### src/rtl/blink_pkg.sv
// blink_pkg: shared types and helpers for the blink_ctrl LED status controller.
//   mode_t     - display mode encoding (matches the 2-bit mode output)
//   idx_width  - bits needed to index 0..n-1 (minimum 1)
//   next_mode  - mode sequence BLINK -> CHASE -> BREATHE -> OFF -> BLINK
package blink_pkg;

    typedef enum logic [1:0] {
        MODE_BLINK   = 2'd0,
        MODE_CHASE   = 2'd1,
        MODE_BREATHE = 2'd2,
        MODE_OFF     = 2'd3
    } mode_t;

    // Width of a counter/index holding 0..n-1; never narrower than one bit.
    function automatic int unsigned idx_width(input int unsigned n);
        return (n > 1) ? $clog2(n) : 1;
    endfunction

    function automatic mode_t next_mode(input mode_t m);
        mode_t nm;
        case (m)
            MODE_BLINK:   nm = MODE_CHASE;
            MODE_CHASE:   nm = MODE_BREATHE;
            MODE_BREATHE: nm = MODE_OFF;
            default:      nm = MODE_BLINK;
        endcase
        return nm;
    endfunction

endpackage

### src/rtl/button_debounce.sv
// button_debounce: two-flop synchroniser plus stability counter for a raw push-button.
//   clk      - clock, all state on rising edge
//   rst_n    - asynchronous active-low reset
//   btn_i    - raw asynchronous button, active-high
//   level_o  - registered debounced level
//   rise_o   - high in the cycle whose clock edge raises level_o (one cycle wide)
module button_debounce
    import blink_pkg::*;
#(
    parameter int unsigned DEBOUNCE_CYCLES = 1_000_000
) (
    input  logic clk,
    input  logic rst_n,
    input  logic btn_i,
    output logic level_o,
    output logic rise_o
);

    localparam int unsigned    DbW    = idx_width(DEBOUNCE_CYCLES);
    localparam logic [DbW-1:0] DbLast = DbW'(DEBOUNCE_CYCLES - 1);
    localparam logic [DbW-1:0] DbOne  = DbW'(1);

    logic           sync1_q, sync2_q;
    logic           level_q, level_d;
    logic [DbW-1:0] cnt_q, cnt_d;

    always_ff @(posedge clk or negedge rst_n) begin
        if (!rst_n) begin
            sync1_q <= 1'b0;
            sync2_q <= 1'b0;
            level_q <= 1'b0;
            cnt_q   <= '0;
        end else begin
            sync1_q <= btn_i;
            sync2_q <= sync1_q;
            level_q <= level_d;
            cnt_q   <= cnt_d;
        end
    end

    // Count consecutive cycles the synchronised input disagrees with the accepted level;
    // any agreement restarts the count, so short glitches never get through.
    always_comb begin
        cnt_d   = cnt_q;
        level_d = level_q;
        rise_o  = 1'b0;
        if (sync2_q == level_q) begin
            cnt_d = '0;
        end else if (cnt_q == DbLast) begin
            level_d = sync2_q;
            cnt_d   = '0;
            rise_o  = sync2_q;
        end else begin
            cnt_d = cnt_q + DbOne;
        end
    end

    assign level_o = level_q;

endmodule

### src/rtl/blink_ctrl.sv
// blink_ctrl: multi-LED status controller (blink / chase / breathe / off).
//   clk         - sole clock, rising edge
//   rst_n       - asynchronous active-low reset
//   button      - raw push-button, active-high; each debounced press advances the mode
//   leds        - registered LED drive, active-high
//   button_led  - registered debounced button level
//   mode        - current display mode (0 blink, 1 chase, 2 breathe, 3 off)
module blink_ctrl
    import blink_pkg::*;
#(
    parameter int unsigned CNT_WIDTH       = 27,
    parameter int unsigned NUM_LEDS        = 4,
    parameter int unsigned PWM_WIDTH       = 8,
    parameter int unsigned DEBOUNCE_CYCLES = 1_000_000
) (
    input  logic                clk,
    input  logic                rst_n,
    input  logic                button,
    output logic [NUM_LEDS-1:0] leds,
    output logic                button_led,
    output logic [1:0]          mode
);

    localparam int unsigned          PosW    = idx_width(NUM_LEDS);
    localparam logic [PosW-1:0]      PosLast = PosW'(NUM_LEDS - 1);
    localparam logic [PosW-1:0]      PosOne  = PosW'(1);
    localparam logic [CNT_WIDTH-1:0] CntOne  = CNT_WIDTH'(1);

    logic [CNT_WIDTH-1:0] count_q, count_d;
    logic [PosW-1:0]      pos_q, pos_d;
    mode_t                mode_q, mode_d;
    logic [NUM_LEDS-1:0]  leds_q, leds_d;

    logic                 btn_rise;
    logic                 chase_tick;
    logic [PWM_WIDTH:0]   phase;
    logic [PWM_WIDTH-1:0] duty;
    logic                 pwm_on;

    button_debounce #(
        .DEBOUNCE_CYCLES(DEBOUNCE_CYCLES)
    ) u_debounce (
        .clk     (clk),
        .rst_n   (rst_n),
        .btn_i   (button),
        .level_o (button_led),
        .rise_o  (btn_rise)
    );

    always_ff @(posedge clk or negedge rst_n) begin
        if (!rst_n) begin
            count_q <= '0;
            pos_q   <= '0;
            mode_q  <= MODE_BLINK;
            leds_q  <= '0;
        end else begin
            count_q <= count_d;
            pos_q   <= pos_d;
            mode_q  <= mode_d;
            leds_q  <= leds_d;
        end
    end

    // Counter, chase position and mode sequencing. pos keeps running in every mode.
    always_comb begin
        chase_tick = &count_q[CNT_WIDTH-2:0];
        count_d    = count_q + CntOne;
        pos_d      = pos_q;
        if (chase_tick) begin
            pos_d = (pos_q == PosLast) ? '0 : pos_q + PosOne;
        end
        mode_d = btn_rise ? next_mode(mode_q) : mode_q;
    end

    // LED pattern from the current (pre-edge) counter, position and mode.
    always_comb begin
        // Triangle duty: ramps up over the first half of the phase window, down over the second.
        phase  = count_q[CNT_WIDTH-1 -: PWM_WIDTH+1];
        duty   = phase[PWM_WIDTH] ? ~phase[PWM_WIDTH-1:0] : phase[PWM_WIDTH-1:0];
        pwm_on = count_q[PWM_WIDTH-1:0] < duty;
        leds_d = '0;
        unique case (mode_q)
            MODE_BLINK:   leds_d = {NUM_LEDS{count_q[CNT_WIDTH-1]}};
            MODE_CHASE:   leds_d[pos_q] = 1'b1;
            MODE_BREATHE: leds_d = {NUM_LEDS{pwm_on}};
            MODE_OFF:     leds_d = '0;
            default:      leds_d = '0;
        endcase
    end

    assign leds = leds_q;
    assign mode = mode_q;

endmodule
### config.mk
export PLATFORM = sky130hd
export DESIGN_NAME = blink_ctrl
export DESIGN_NICKNAME = d
export VERILOG_FILES = /design/src/rtl/blink_pkg.sv /design/src/rtl/button_debounce.sv /design/src/rtl/blink_ctrl.sv
export SDC_FILE = /design/constraint.sdc
export NUM_CORES = 1
export LEC_CHECK = 0
export CAP_MARGIN = 25
export CORE_ASPECT_RATIO = 0.75
export CORE_MARGIN = 2
export CORE_UTILIZATION = 45
export CTS_BUF_LIST = sky130_fd_sc_hd__clkbuf_16
export CTS_CLUSTER_DIAMETER = 50
export DETAILED_ROUTE_END_ITERATION = 16
export PLACE_DENSITY = 0.62
export SLEW_MARGIN = 5
export SYNTH_ARGS = -nofsm -noshare
export SYNTH_HDL_FRONTEND = slang
export SYNTH_SLANG_ARGS = --single-unit
### constraint.sdc
create_clock -name clk -period 2.45 [get_ports clk]
set_clock_uncertainty 0.2 [all_clocks]
set_input_delay 0.49 -clock clk [delete_from_list [all_inputs] [get_ports clk]]
set_output_delay 0.49 -clock clk [all_outputs]
set_load 0.005 [all_outputs]
# Word-level counts from Yosys, hierarchy flattened
# Cells that the tools add are included.
# Widths: inputs -> output; s select.
# op_classes
add_sub_neg	3
n_mul	0
div	0
order_cmp	3
eq_ne	6
shift	0
n_mux	10
n_bitwise	2
n_reduce_logical	4
# op_table
op	n
$mux 20	2
$add 27x1->27 const B	1
$reduce_and 26->1	1
$add 20x1->20 const B	1
$eq 20x20->1 const B	1
$pmux 4 s4	1
$lt 8x8->1	1
$mux 8	1
$not 8->8	1
$eq 2x2->1 const B	3
$pmux 2 s3	1
$lt 2x3->1 const B	1
$mux 1	3
$add 2x1->2 const B	1
$demux 1 s2	1
$eq 2x1->1 const B	1
$ge 2x1->1 const B	1
$logic_not 2->1	1
$mux 2	1
$reduce_and 2->1	1
$eq 1x1->1	1
$logic_and 1x1->1	1
$not 1->1	1
# word_totals
regBits	58
latch_bits	0
ramBits	0
mem_bits_ro	0
input_bits	3
out_inout_bits	7
wordCells	36
mem_count	0

# Logic depth before layout (Yosys ltp)
# depth
word_depth	5
ltp_mapped	7
depth_no_buf	6

# Hierarchy
# Synthesis repeated with hierarchy kept, for this count alone.
# hier_totals
cells_unflattened	286
area_unflattened_um2	2949.1
# modules_own_cells
mod	n_inst	cells_per_inst	area_each_um2	seq_area_each_um2
blink_ctrl	1	171	1838.0	875.8
button_debounce	1	115	1111.1	575.6

# Least setup slack after synthesis
# Ideal clock, no wire load.
# synth_path
path_type	register to register
startpoint	register count_q[1]
endpoint	register pos_q[0]
setup_time_ps	125
t_arrival_ps	1577
required_ps	2125
slack_ps	548
path_stages_with_launch	6
n_path_buf	0
period_less_slack_ps	1902
path_cell_list	dfrtp_1 > ha_1 > nand4_1 > nor3_4 > nand4_1 > mux2_2
# synth_via
elab_chain_len	1
# synth_rtl
element	line_no	rtl
from (decl)	blink_ctrl.sv:29	logic [CNT_WIDTH-1:0] count_q, count_d;
from (signal assigned)	blink_ctrl.sv:57	count_q <= count_d;
$reduce_and 26->1	blink_ctrl.sv:66	chase_tick = &count_q[CNT_WIDTH-2:0];
to (signal assigned)	blink_ctrl.sv:58	pos_q <= pos_d;
to (decl)	blink_ctrl.sv:30	logic [PosW-1:0] pos_q, pos_d;
# No other way between the ends.
# A chain may end at the register's enable or synchronous reset.

# Worst setup path in the final report
# layout_path
startpoint	register count_q[26]
endpoint	register leds_q[3], in the netlist leds[3]
# layout_via
elab_chain_len	3
# layout_rtl
element	line_no	rtl
$mux 8	blink_ctrl.sv:79	duty = phase[PWM_WIDTH] ? ~phase[PWM_WIDTH-1:0] : phase[PWM_WIDTH-1:0];
$lt 8x8->1	blink_ctrl.sv:80	pwm_on = count_q[PWM_WIDTH-1:0] < duty;
$pmux 4 s4 (*)	blink_ctrl.sv:82	unique case (mode_q)
via leds_d[3]	blink_ctrl.sv:32	logic [NUM_LEDS-1:0] leds_q, leds_d;
to (signal assigned)	blink_ctrl.sv:60	leds_q <= leds_d;
to (decl)	blink_ctrl.sv:32	
# The timed path passes the listed nets; every way through them passes the cells marked *.

==> reports/summary.txt <==
max incr delay on CP = 0.61 ns
die area = 7290 um^2
Ys Warns = 0
Initial DRT Pass Iterations = 4
reg-to-reg endpoint = leds[3]$_DFF_PN0_
Hold Path Depth = 0
Starting Density = 46.9%
post-synthesis sequential area ratio = 48.7%
post-synthesis average cell area = 11.0 um^2
RSZ-0062 raised after global routing = false
Clock transition at path regs = 0.05 ns
worst skew pair latency = 0.33 ns
period utilization = 88.0%
vias per cell = 5.16
slowest cell on the critical path = dfrtp_1
DRT iter0 DRCs = 77
CTS buffer count = 9
gr ovfl total = 0
Post-synth EDFFs = 0
Flop pwr share = 40.0%
CTS H-tree lvls = 3
Synth cell types = 36
Lkg Pwr = 1.58 nW
HPWL after DPL = 3730 um
antenna violations before repair = 0
combinational power share = 1.7%
post-synth net total = 291
share of the synthesized area in the top cell type = 48.7%
crit path time final = 2.16 ns
CTS max path bufs = 2
crit path DAT = 2.22 ns
setup TNS = 0 ns
routability cong. = 0.753
reg2reg setup slack = 0.29 ns
Root Buffer = clkbuf_16
CTS sink count = 58
Gate Count Post-Synth = 271
maximum clock frequency = 0.464 GHz
type of origin of the critical path = register
first-pass GRT wire length = 9230 um
Max Cap Violations = 0
Die Y-Extent = 74.5 um
synth top area cells = dfrtp_1, xnor2_1, ha_1, xor2_1, nand3_1
HP Class = register to register
Sw Share = 19.1%
Post-CTS Setup Bufs = 0
DRC Markers = 0
Cell Pwr Density = 687 nW/um^2
power share of the clock group = 58.2%
IO Port Bufs = 9
flop and latch count out of synthesis = 58
VDD IR-drop max = 0.000310 V
Area growth, synth to finish = 18.4%
async set-reset flop share out of synthesis = 100%
Final Hold Viols = 0
share of layout cells above drive strength 1 = 11.1%
via count = 1,952
Hold Crit Start = u_debounce.sync1_q$_DFF_PN0_
Die X = 97.9 um
CP Data Required Time = 2.51 ns
Max-slew headroom = 67.4%
DRT Wirelength = 5320 um
Core Rows = 25
CP Class = register to register
cell taking the most area after synthesis = dfrtp_1
Int Pwr = 1.96 mW
worst-margin pin slew = 0.486 ns
GRT Total Usage = 16.4%
CTS tree = done
P_sw = 0.464 mW
Final Setup Violations = 0
worst hold endpoint = u_debounce.sync2_q$_DFF_PN0_
CP max FO = 10
# IOs = 10
Antenna Diode Count = 0
vias in the first global route = 1,941
Layout Nets = 312
Slew Viols, Final = 0
drt wl/cell = 14.1 um
dpl cells = 361
core area = 6350 um^2
r2r startpoint = count_q[26]$_DFF_PN0_
Cell Chain, Critical Path = xnor2_1, ha_1, a21oi_1, o2111ai_1, nor3_1, o21a_1
status = finished, final reports clean
Post-Synthesis Cell Area = 2980 um^2
post-route ant nets = 0
CP endpoint kind = register
largest net degree at the start of global routing = 43
Final Non-Filler Cells = 378
ys flop type = dfrtp_1
Worst R2R Path Depth = 6
-- worst max path at each step --
stage / startpoint / to / slack (ns) / cells past startpoint
after CTS: count_q[26]$_DFF_PN0_ / leds[3]$_DFF_PN0_ / 0.27 / 6
after global routing: count_q[26]$_DFF_PN0_ / leds[1]$_DFF_PN0_ / 0.04 / 6
after detailed placement: count_q[26]$_DFF_PN0_ / leds[3]$_DFF_PN0_ / 0.29 / 6
after floorplan: count_q[1]$_DFF_PN0_ / pos_q[0]$_DFFE_PN0P_ / 0.55 / 5
after global placement: count_q[26]$_DFF_PN0_ / leds[1]$_DFF_PN0_ / 0.33 / 6
final: count_q[26]$_DFF_PN0_ / leds[3]$_DFF_PN0_ / 0.29 / 6
-- cell usage after synthesis (2+ instances only) --
cell,number
and4_1,4
inv_1,11
a21o_1,4
nor2_1,21
o31ai_1,3
a21oi_1,9
nor4b_1,2
o21a_1,4
or3_1,4
nand3_1,19
nand2b_1,2
ha_1,17
o21ai_0,4
and3_1,3
buf_6,2
dfrtp_1,58
nor4_4,2
xnor2_1,28
or4_1,2
nand2_1,18
nand4_1,13
mux2_2,4
nor3_1,5
xor2_1,18
buf_2,3
-- cell families (layout without fill, tap and decap cells) --
| kind of cell | Yosys count | in the layout | share of synthesized area, % |
|---|---|---|---|
| AO/OA/AOI/OAI | 27 | 27 | 5.76 |
| XOR/XNOR | 46 | 46 | 13.5 |
| flip-flops | 58 | 58 | 48.7 |
| AND/OR/NAND/NOR | 102 | 102 | 20.3 |
| adder cells (fa/ha/maj) | 17 | 17 | 7.14 |
| buffers and inverters | 16 | 42 | 2.65 |
| multiplexers | 5 | 5 | 1.85 |
-- power groups by stage --
| stage | combinational (mW) | sequential, mW | clock (mW) |
|---|---|---|---|
| 3_3_place_gp | 0.0437 | 0.986 | 0 |
| 5_1_grt | 0.0490 | 0.970 | 1.48 |
| 6_report | 0.0420 | 0.970 | 1.41 |
| 3_5_place_dp | 0.0432 | 0.986 | 0 |
| 2_1_floorplan | 0.0125 | 0.985 | 0 |
| 4_1_cts | 0.0445 | 0.970 | 1.44 |
-- placed cells by master (no fill, tap or decap), drive strengths merged, types with 2 or more instances in the layout --
cell type	Yosys	layout
clkbuf	0	9
a21o	4	4
nand2	19	19
a21oi	9	9
dfrtp	58	58
clkdlybuf4s50	0	8
xor2	18	18
and2	2	2
nor3	6	6
o21ai	4	4
nand2b	2	2
nand4	14	14
nor2	21	21
and4	4	4
nor4	2	2
mux2	4	4
o21a	4	4
o31ai	3	3
ha	17	17
nor4b	2	2
and3	3	3
nand3	20	20
bufinv	0	3
clkinv	0	4
buf	5	6
xnor2	28	28
inv	11	11
or3	4	4
or4	3	3
-- per-stage QoR --
step           utilization, %  hold WS (ns)  power (mW)  setup WS [ns]  area, um^2
6_report                 55.5         0.171        2.42          0.295        3520
5_1_grt                  55.5         0.174        2.50         0.0385        3520
4_1_cts                  55.5         0.178        2.45          0.266        3520
3_5_place_dp             50.1         0.173        1.03          0.287        3180
3_3_place_gp             50.1         0.158        1.03          0.328        3180
2_1_floorplan               -      -0.00559       0.998          0.548        2980
-- timing repair --
item | 4_1_cts | 5_1_grt
endpoints found under the hold margin | 16 | 0
endpoints found under the setup margin | 0 | 0
resized for setup | 0 | 0
hold buffers | 1 | 0
-- layer usage --
layer	vias up	part of all wire (%)	track usage (%)
li1	992	-	-
met1	923	55	23.9
met2	29	40	22.4
met3	8	4.2	5.92
met4	0	1.2	5.86
met5	-	0	0
-- cell type report --
class / count / area, um^2
fill: 542 / 2830
multi-input combinational: 197 / 1450
sequential: 58 / 1450
clock buffer: 9 / 225
timing repair buffer: 15 / 145
clock inverter: 7 / 108
tap: 81 / 101
inverter: 11 / 41.3
-- state kept, by name (all words and copies together), names as in the netlist --
| register | cells |
|---|---|
| u_debounce.cnt_q | 20 |
| mode | 2 |
| count_q | 27 |
| u_debounce.sync2_q | 1 |
| u_debounce.sync1_q | 1 |
| u_debounce.level_o | 1 |
| pos_q | 2 |
| leds | 4 |
-- critical path, delay by kind of cell, from the launching register on --
family | cells | cell delay (ns)
AO/OA/AOI/OAI | 3 | 0.45
XOR/XNOR | 1 | 0.14
adder cells (fa/ha/maj) | 1 | 0.31
flip-flops | 1 | 0.61
AND/OR/NAND/NOR | 1 | 0.38
(Power assumes the default switching activity.)
